<file path="config.mk">
export PLATFORM = sky130hd
export DESIGN_NAME = port_ingress_queue_flat
export DESIGN_NICKNAME = d
export VERILOG_FILES = /design/src/rtl/port_ingress_queue_pkg.sv /design/src/rtl/port_ingress_queue_if.sv /design/src/rtl/port_ingress_queue_sync_fifo.sv /design/src/rtl/port_ingress_queue.sv /design/src/flat_wrapper.sv
export SDC_FILE = /design/constraint.sdc
export NUM_CORES = 1
export LEC_CHECK = 0
export ABC_CLOCK_PERIOD_IN_PS = 3000
export CAP_MARGIN = 20
export CELL_PAD_IN_SITES_DETAIL_PLACEMENT = 0
export CELL_PAD_IN_SITES_GLOBAL_PLACEMENT = 1
export CORE_ASPECT_RATIO = 1.4
export CORE_MARGIN = 1
export CORE_UTILIZATION = 53
export CTS_BUF_LIST = sky130_fd_sc_hd__clkbuf_8
export DETAILED_ROUTE_END_ITERATION = 7
export DONT_BUFFER_PORTS = 1
export PLACE_DENSITY = 0.9
export SLEW_MARGIN = 20
export SYNTH_ARGS = -nofsm -noshare
export SYNTH_HDL_FRONTEND = slang
export SYNTH_SLANG_ARGS = --single-unit
</file>
<file path="constraint.sdc">
create_clock -name clk -period 3 [get_ports clk]
set_input_delay 0.15 -clock clk [delete_from_list [all_inputs] [get_ports clk]]
set_output_delay 0.15 -clock clk [all_outputs]
set_load 0.05 [all_outputs]
</file>
<file path="src/rtl/port_ingress_queue_pkg.sv">
// Shared types and helpers for the per-port ingress queue.
package port_ingress_queue_pkg;

  localparam int unsigned NUM_PORTS = 4;
  localparam int unsigned DATA_W    = 8;

  typedef struct packed {
    logic [NUM_PORTS-1:0] target;
    logic [NUM_PORTS-1:0] source;
    logic [DATA_W-1:0]    data;
  } packet_t;

  // True when exactly one bit of a 4-bit port vector is set.
  function automatic logic is_onehot4(input logic [NUM_PORTS-1:0] v);
    return (v != '0) && ((v & (v - NUM_PORTS'(1))) == '0);
  endfunction

endpackage

</file>
<file path="src/rtl/port_ingress_queue_if.sv">
// Upstream valid/ready packet bus plus the switch-port facing output bus.
interface port_ingress_queue_if;
  import port_ingress_queue_pkg::*;

  logic                 in_valid;
  logic                 in_ready;
  logic [NUM_PORTS-1:0] in_source;
  logic [NUM_PORTS-1:0] in_target;
  logic [DATA_W-1:0]    in_data;
  logic                 out_valid;
  logic                 out_ready;
  logic [NUM_PORTS-1:0] out_source;
  logic [NUM_PORTS-1:0] out_target;
  logic [DATA_W-1:0]    out_data;

  // master: traffic source and switch port; slave: the ingress queue
  modport master (
    output in_valid, in_source, in_target, in_data, out_ready,
    input  in_ready, out_valid, out_source, out_target, out_data
  );

  modport slave (
    input  in_valid, in_source, in_target, in_data, out_ready,
    output in_ready, out_valid, out_source, out_target, out_data
  );

endinterface

</file>
<file path="src/rtl/port_ingress_queue_sync_fifo.sv">
// Show-ahead synchronous FIFO; when empty the output holds the last popped entry.
module sync_fifo
  import port_ingress_queue_pkg::*;
#(
  parameter type         T     = packet_t,
  parameter int unsigned DEPTH = 4
) (
  input  logic                   clk,
  input  logic                   rst_n,
  input  logic                   push,
  input  logic                   pop,
  input  T                       wdata,
  output T                       rdata,
  output logic [$clog2(DEPTH):0] level,
  output logic                   full,
  output logic                   empty
);

  localparam int unsigned PTR_W = $clog2(DEPTH);
  localparam int unsigned LVL_W = PTR_W + 1;

  T                 mem_q [DEPTH];
  T                 mem_d [DEPTH];
  logic [PTR_W-1:0] wr_ptr_q, wr_ptr_d;
  logic [PTR_W-1:0] rd_ptr_q, rd_ptr_d;
  logic [LVL_W-1:0] level_q, level_d;
  logic [PTR_W-1:0] last_ptr;
  logic             do_push;
  logic             do_pop;

  assign full     = (level_q == LVL_W'(DEPTH));
  assign empty    = (level_q == '0);
  assign do_push  = push & ~full;
  assign do_pop   = pop & ~empty;
  assign level    = level_q;
  // The slot behind the read pointer is never overwritten while empty.
  assign last_ptr = rd_ptr_q - PTR_W'(1);
  assign rdata    = empty ? mem_q[last_ptr] : mem_q[rd_ptr_q];

  always_comb begin
    mem_d    = mem_q;
    wr_ptr_d = wr_ptr_q;
    rd_ptr_d = rd_ptr_q;
    level_d  = level_q;
    if (do_push) begin
      mem_d[wr_ptr_q] = wdata;
      wr_ptr_d        = wr_ptr_q + PTR_W'(1);
    end
    if (do_pop) begin
      rd_ptr_d = rd_ptr_q + PTR_W'(1);
    end
    case ({do_push, do_pop})
      2'b10:   level_d = level_q + LVL_W'(1);
      2'b01:   level_d = level_q - LVL_W'(1);
      default: level_d = level_q;
    endcase
  end

  always_ff @(posedge clk or negedge rst_n) begin
    if (!rst_n) begin
      for (int i = 0; i < int'(DEPTH); i++) begin
        mem_q[i] <= '0;
      end
      wr_ptr_q <= '0;
      rd_ptr_q <= '0;
      level_q  <= '0;
    end else begin
      mem_q    <= mem_d;
      wr_ptr_q <= wr_ptr_d;
      rd_ptr_q <= rd_ptr_d;
      level_q  <= level_d;
    end
  end

endmodule

</file>
<file path="src/rtl/port_ingress_queue.sv">
// Per-port ingress stage: filters malformed packets, buffers good ones for one switch port.
module port_ingress_queue
  import port_ingress_queue_pkg::*;
#(
  parameter int unsigned PORT_ID    = 0,
  parameter int unsigned DEPTH      = 4,
  parameter int unsigned DROP_CNT_W = 8
) (
  input  logic                    clk,
  input  logic                    rst_n,
  port_ingress_queue_if.slave     bus,
  output logic [$clog2(DEPTH):0]  level,
  output logic [DROP_CNT_W-1:0]   drop_count,
  output logic                    drop_pulse
);

  localparam logic [NUM_PORTS-1:0] LEGAL_SRC = NUM_PORTS'(1 << PORT_ID);

  packet_t                 in_pkt;
  packet_t                 head_pkt;
  logic                    accept;
  logic                    pkt_good;
  logic                    push;
  logic                    pop;
  logic                    fifo_full;
  logic                    fifo_empty;
  logic [DROP_CNT_W-1:0]   drop_count_q, drop_count_d;
  logic                    drop_pulse_q, drop_pulse_d;

  assign in_pkt = '{target: bus.in_target, source: bus.in_source, data: bus.in_data};

  // Rejects wrong source, non-one-hot target, or a packet addressed back to its source.
  assign pkt_good = (bus.in_source == LEGAL_SRC)
                  & is_onehot4(bus.in_target)
                  & (bus.in_target != bus.in_source);

  assign bus.in_ready = ~fifo_full;
  assign accept       = bus.in_valid & ~fifo_full;
  assign push         = accept & pkt_good;
  assign pop          = ~fifo_empty & bus.out_ready;

  sync_fifo #(
    .T     (packet_t),
    .DEPTH (DEPTH)
  ) u_fifo (
    .clk   (clk),
    .rst_n (rst_n),
    .push  (push),
    .pop   (pop),
    .wdata (in_pkt),
    .rdata (head_pkt),
    .level (level),
    .full  (fifo_full),
    .empty (fifo_empty)
  );

  assign bus.out_valid  = ~fifo_empty;
  assign bus.out_source = head_pkt.source;
  assign bus.out_target = head_pkt.target;
  assign bus.out_data   = head_pkt.data;

  always_comb begin
    drop_count_d = drop_count_q;
    drop_pulse_d = 1'b0;
    if (accept && !pkt_good) begin
      drop_pulse_d = 1'b1;
      if (drop_count_q != '1) begin
        drop_count_d = drop_count_q + DROP_CNT_W'(1);
      end
    end
  end

  always_ff @(posedge clk or negedge rst_n) begin
    if (!rst_n) begin
      drop_count_q <= '0;
      drop_pulse_q <= 1'b0;
    end else begin
      drop_count_q <= drop_count_d;
      drop_pulse_q <= drop_pulse_d;
    end
  end

  assign drop_count = drop_count_q;
  assign drop_pulse = drop_pulse_q;

endmodule

</file>
<file path="src/flat_wrapper.sv">
// flat-port wrapper written by rule: the top's interface ports become plain ports
module port_ingress_queue_flat import port_ingress_queue_pkg::*;
#(
  parameter int unsigned PORT_ID    = 0,
  parameter int unsigned DEPTH      = 4,
  parameter int unsigned DROP_CNT_W = 8
)
  (clk, rst_n, level, drop_count, drop_pulse, bus_in_valid, bus_in_source, bus_in_target, bus_in_data, bus_out_ready, bus_in_ready, bus_out_valid, bus_out_source, bus_out_target, bus_out_data);
  port_ingress_queue_if bus_i ();
  input  logic clk;
  input  logic rst_n;
  output logic [$clog2(DEPTH):0] level;
  output logic [DROP_CNT_W-1:0] drop_count;
  output logic drop_pulse;
  input wire logic [$bits(bus_i.in_valid)-1:0] bus_in_valid;
  input wire logic [$bits(bus_i.in_source)-1:0] bus_in_source;
  input wire logic [$bits(bus_i.in_target)-1:0] bus_in_target;
  input wire logic [$bits(bus_i.in_data)-1:0] bus_in_data;
  input wire logic [$bits(bus_i.out_ready)-1:0] bus_out_ready;
  output wire logic [$bits(bus_i.in_ready)-1:0] bus_in_ready;
  output wire logic [$bits(bus_i.out_valid)-1:0] bus_out_valid;
  output wire logic [$bits(bus_i.out_source)-1:0] bus_out_source;
  output wire logic [$bits(bus_i.out_target)-1:0] bus_out_target;
  output wire logic [$bits(bus_i.out_data)-1:0] bus_out_data;
  assign bus_i.in_valid = bus_in_valid;
  assign bus_i.in_source = bus_in_source;
  assign bus_i.in_target = bus_in_target;
  assign bus_i.in_data = bus_in_data;
  assign bus_i.out_ready = bus_out_ready;
  assign bus_in_ready = bus_i.in_ready;
  assign bus_out_valid = bus_i.out_valid;
  assign bus_out_source = bus_i.out_source;
  assign bus_out_target = bus_i.out_target;
  assign bus_out_data = bus_i.out_data;
  port_ingress_queue #(.PORT_ID(PORT_ID), .DEPTH(DEPTH), .DROP_CNT_W(DROP_CNT_W)) u_core (.clk(clk), .rst_n(rst_n), .bus(bus_i), .level(level), .drop_count(drop_count), .drop_pulse(drop_pulse));
endmodule
</file>
Yosys cells after proc, flatten, opt, wreduce, memory -nomap -nowiden
Cells that the tools add are included.
- word-level logic and storage cells: 68
- output and inout port bits: 30
- register bits after elaboration: 80
- input bits: 20
- equal/unequal tests: 6
- magnitude comparators: 4
- mux-type cells: 12
- reductions and logical operators: 9
- bitwise operators: 13
- add/subtract/negate cells: 7
- operators with widths (operator ; count):
    16-bit 2-to-1 mux ; 6
    16-bit binary-select mux with 2-bit select ; 2
    64-bit bitwise mux ; 1
    16-bit demux with 2-bit select ; 1
    3-bit greater-or-equal comparator (second input constant) ; 3
    2-bit NOT with 3-bit output ; 3
    8-bit by 1-bit adder with 8-bit output (second input constant) ; 1
    8-bit != test (second input constant) ; 1
    1-bit bitwise AND ; 7
    3-bit one-hot mux with 2 select lines ; 1
    2-bit by 1-bit adder with 2-bit output (second input constant) ; 2
    4-bit bitwise AND ; 1
    4-bit by 1-bit == test with 1-bit output (second input constant) ; 1
    4-bit logical NOT ; 1
    4-bit != test ; 1
    4-bit nonzero test ; 1
    4-bit by 1-bit subtractor with 4-bit output (second input constant) ; 1
    3-bit by 1-bit adder with 3-bit output (second input constant) ; 1
    3-bit == test (second input constant) ; 1
    1-bit logical AND ; 3
    3-bit logical NOT ; 1
    3-bit by 1-bit less-than comparator with 1-bit output (second input constant) ; 1
    3-bit by 1-bit subtractor with 3-bit output (second input constant) ; 1
    2-bit by 1-bit == test with 1-bit output (second input constant) ; 1
    7 further kinds ; 8

Logic depth before layout (Yosys ltp)
- depth in word-level cells: 10
- depth in mapped cells: 12
- depth with buffers taken out: 11

Hierarchy
From an unflattened synthesis, not the netlist that was laid out.
- cell total of the unflattened synthesis: 388
- area total of the unflattened synthesis: 4508.1 um^2
- modules (own cells, without submodules) (module ; instances ; area each (um^2) ; sequential area each (um^2) ; cells each):
    sync_fifo ; 1 ; 4026.4 ; 1776.7 ; 338
    port_ingress_queue ; 1 ; 481.7 ; 225.2 ; 50

Least setup slack after synthesis
Ideal clock, no wire load.
- kind: flip-flop to output port
- start: reg u_core.u_fifo.level_q[0], in the netlist u_core.u_fifo.level[0]
- end: out bus_out_data[5]
- arrival time: 2911 ps
- setup slack: -61 ps
- stages on the path, launching flop included: 7
- path buffers: 2
- required time: 2850 ps
- cells stage by stage: dfrtp_1 > nor3_2 > inv_2 > clkbuf_1 > clkbuf_1 > o221ai_1 > a22oi_1
- word-level cells in the longest chain between the ends: 2
- ends and longest elaborated chain (element ; RTL line ; text):
    from (decl) ; port_ingress_queue_sync_fifo.sv:26 ; logic [LVL_W-1:0] level_q, level_d;
    from (signal assigned) ; port_ingress_queue_sync_fifo.sv:71 ; level_q <= level_d;
    3-bit logical NOT ; port_ingress_queue_sync_fifo.sv:32 ; assign empty = (level_q == '0);
    16-bit 2-to-1 mux ; port_ingress_queue_sync_fifo.sv:38 ; assign rdata = empty ? mem_q[last_ptr] : mem_q[rd_ptr_q];
    to (decl) ; flat_wrapper.sv:24 ; output wire logic [$bits(bus_i.out_data)-1:0] bus_out_data;
Every way passes these cells.

Final worst setup path
- start: reg u_core.u_fifo.level_q[0], in the netlist u_core.u_fifo.level[0]
- end: out bus_out_target[1]
- word-level cells in the longest chain between the ends: 2
- ends and longest elaborated chain (element ; RTL line ; text):
    3-bit logical NOT ; port_ingress_queue_sync_fifo.sv:32 ;
    16-bit 2-to-1 mux ; port_ingress_queue_sync_fifo.sv:38 ;
    to (decl) ; flat_wrapper.sv:23 ; output wire logic [$bits(bus_i.out_target)-1:0] bus_out_target;
Every way passes these cells.

==> summary by stage <==
STA
The fmax is between 0.3 and 0.4 GHz. Of the available clock period, the critical path in the final layout requires 0.902. The number of hold violations in the final report is 0. Setup violations remaining at the end of the flow were counted as 0.

The worst-case setup margin in the final layout is 0.295 ns. The number of slew-limit violations in the final report is 0. Across all hold checks on the routed design, the worst slack comes to ~0.029 ns.

For the final database, setup skew stands at 0.00920 ns. The clock period minus worst slack is 2.71 ns. Setup repair after global routing left no endpoint under its margin.

The sum of negative setup slack is 0 ns. At the pin with the least slew margin, the transition time is roughly 1.0 ns. The headroom to the max-slew limit is 0.327.

Placed design
Once placement completed, the tool counted placed cells totaling 440. The total half-perimeter wirelength after legalization and detailed placement is 5.59 mm. Routability-driven placement finished with a final weighted congestion of roughly 0.74.

At the placement stage, the worst setup path has a slack of ~0.54 ns. Input and output buffers added on the ports amount to 0.

Global route
The fraction of met3 tracks used by global routing is 0.0391. In the global route stage, overall resource usage came out at 0.233. The first-pass GRT wire length is ~15 mm. The global-route layer with the greatest usage is met2. For met1 alone, demand over resource in global routing was 0.292.

For met2 alone, demand over resource in global routing was 0.389. The number of antenna violations at the first check in global routing is 0. The maximum number of pins on one net before global-route repair is 81. The number of global-route vias before repair came to 3,073. The total overflow reported by the global router is 0.

Synth
The count of yosys warnings during synthesis is 0. In this run the cell area of the synthesized design comes to 0.00417 mm². The number of cells produced by synthesis is 344. The post-synth net total is 371. Yosys mapped the design onto 39 distinct sky130hd cell types. After synthesis the netlist holds a flip-flop and latch count of 80.

The sequential share of the synthesized area is 0.480. In this run the mean area of a mapped cell was 12.1 µm².

CTS
Post-CTS timing repair inserted 0 buffers for setup. Clock-pin slew was measured on the worst setup and hold paths at 0.08 ns. Clock latency on the worst-skew pair, taken at its later pin, is 0.35 ns. The H-tree was split into 3 levels. In this run the deepest clock path goes through 2 buffers. The tree is rooted in a clkbuf_8. The number of buffers added by the clock tree synthesis step is 9. TritonCTS built the clock tree.

The total number of clock tree sinks is 80.

Run status
The flow ran to the end, and the final reports show no timing, DRC or antenna violations.

Cells and area
The count of inserted antenna diode cells is 0. After filler insertion, the fill cell instance count of the layout stands at 596. The finished layout holds 469 standard cells, fillers aside.

The fraction of final layout cells with drive strength greater than 1 is 0.255. The layout overhead on the synthesized area is 16.9%. Measured on the finished design, the core utilization comes to 0.650.

The net count of the finished layout is 394. Leaving out fill and tap cells, the most frequent cells in the layout are dfrtp_1 (80), o221ai_1 (30), mux2_1 (24). The library cell used most frequently in the layout, excluding fill and tap cells, is dfrtp_1.

Routing
Across all layers, the routed design uses about 2,900 vias. The number of remaining DRC errors is 0. Once detail routing completed, the nets flagged for antenna violations numbered 0. The number of iterations in the first detailed-routing pass is 5. The detail-routed via count per cell is just over 6. The detailed router finished its first iteration with 250 violations. After detailed routing, the average wire length per cell comes to around 19 µm.

Wires add up to 8.89 mm.

Worst setup path
The number of cells traversed by the worst register-to-register path is 10. STA classifies the critical path endpoint as an output pin. The sort of element at the start of the critical path is a flop. The critical path class is reg2out. STA puts the critical path data arrival time at 2.56 ns. Data on the critical path is required at its endpoint by 2.85 ns. The worst-path maximum fanout is 21.

Floorplanning
The die covers 0.00824 mm². The I/O pin count is 50. From bottom edge to top edge, the die measures 107 µm. The initial utilization of the core area, before any placement, comes to 0.556.

The die boundary width is 77.0 µm. In this run the standard cell core region covers 0.00750 mm². Row generation in the floorplan step produced 37 rows.

Power
In this run the static leakage power is 2.29 nW. The power density of the placed cells is about 1000 mW/mm². IR analysis of the VDD net gives a maximum drop of roughly 1.0 mV.

Min path
The worst hold path belongs to the class in2reg. The number of stages on the worst hold path is 2.

Run
Max-cap violations in this run came to 0.
## cell usage after synthesis (all sizes together)
cell | count | share of area
a22oi | 15 | 0.027
buf | 11 | 0.025
mux2i | 2 | 0.0048
o21ai | 5 | 0.0060
nand2 | 7 | 0.0063
nand4 | 1 | 0.0015
xnor2 | 4 | 0.0084
inv | 8 | 0.0072
or3b | 1 | 0.0027
nor2b | 16 | 0.024
clkbuf | 17 | 0.015
o221ai | 30 | 0.063
a221o | 1 | 0.0024
or3 | 16 | 0.024
a21oi | 1 | 0.0012
nor4 | 2 | 0.0030
nor2 | 9 | 0.0081
ha | 6 | 0.018
a21boi | 1 | 0.0018
o31ai | 15 | 0.027
xor2 | 8 | 0.017
and3 | 4 | 0.0060
nand2b | 3 | 0.0045
and2 | 4 | 0.0066
mux2 | 61 | 0.18
nor3 | 5 | 0.0072
a2bb2oi | 1 | 0.0021
nand3 | 4 | 0.0048
dfrtp | 80 | 0.48
a31o | 1 | 0.0021
or2 | 4 | 0.0060
fa | 1 | 0.0048
## registers in the layout (all words and copies together) (netlist names)
name                    count
u_core.drop_count           8
u_core.drop_pulse           1
u_core.u_fifo.level         3
u_core.u_fifo.mem_q        64
u_core.u_fifo.rd_ptr_q      2
u_core.u_fifo.wr_ptr_q      2
## critical path: stages, from the launching register on
cell      delay (ns)
dfrtp_1         0.39
buf_4           0.21
nor3_4          0.21
inv_2           0.17
nand2b_1        0.40
buf_4           0.25
o221ai_1        0.14
a22oi_2         0.25
buf_12          0.18
## report_power, final
group          total [mW]  switching [mW]  internal (mW)
clock               0.882           0.395          0.487
combinational        2.65            1.60           1.05
sequential           1.55           0.329           1.22
## final timing paths
kind	startpoint	end	slack [ns]
setup / recovery	u_core.u_fifo.level[0]	bus_out_target[1]	0.29
hold / removal	bus_in_valid	u_core.drop_pulse	0.03
setup reg to reg	u_core.u_fifo.level[0]	u_core.u_fifo.level[2]	0.58
hold reg to reg	u_core.u_fifo.mem_q[24]	u_core.u_fifo.mem_q[24]	0.47
max in group asynchronous	rst_n	u_core.u_fifo.level[0]	2.33
min in group asynchronous	rst_n	u_core.u_fifo.mem_q[45]	0.37
## metrics by stage
stage / instance area, µm² / power (mW)
after floorplan: 4220 / 3.29
after global placement: 4500 / 4.12
after detailed placement: 4500 / 4.17
after CTS: 4870 / 5.10
after global routing: 4880 / 5.32
final: 4880 / 5.08
## cells by family after synthesis
kind of cell,count (synthesis),share of synthesized area
adder cells (fa/ha/maj),7,0.0228
buffers and inverters,36,0.0477
AO/OA/AOI/OAI,70,0.133
flip-flops,80,0.480
AND/OR/NAND/NOR,76,0.105
multiplexers,63,0.187
XOR/XNOR,12,0.0252
## timing repair
item                       in CTS  in global routing
hold buffers                   13                  0
setup endpoints to repair       0                  1
hold endpoints to repair      124                  0
resized for setup               0                  1
## final cells by class
class | count | area, µm² | area share
clock buffers | 10 | 138 | 0.0282
clock inverters | 6 | 83.8 | 0.0172
flip-flops and latches | 80 | 2000 | 0.411
inverters | 8 | 30.0 | 0.00616
well taps | 97 | 121 | 0.0249
multi-input cells | 228 | 2030 | 0.415
repair buffers | 40 | 475 | 0.0975
## layer usage
| layer | share of wire | vias to the layer above |
|---|---|---|
| met5 | 0 | - |
| met4 | 0.020 | 0 |
| met2 | 0.51 | 94 |
| met1 | 0.42 | 1457 |
| li1 | - | 1327 |
| met3 | 0.048 | 14 |
Power figures use the tool's default switching activity.
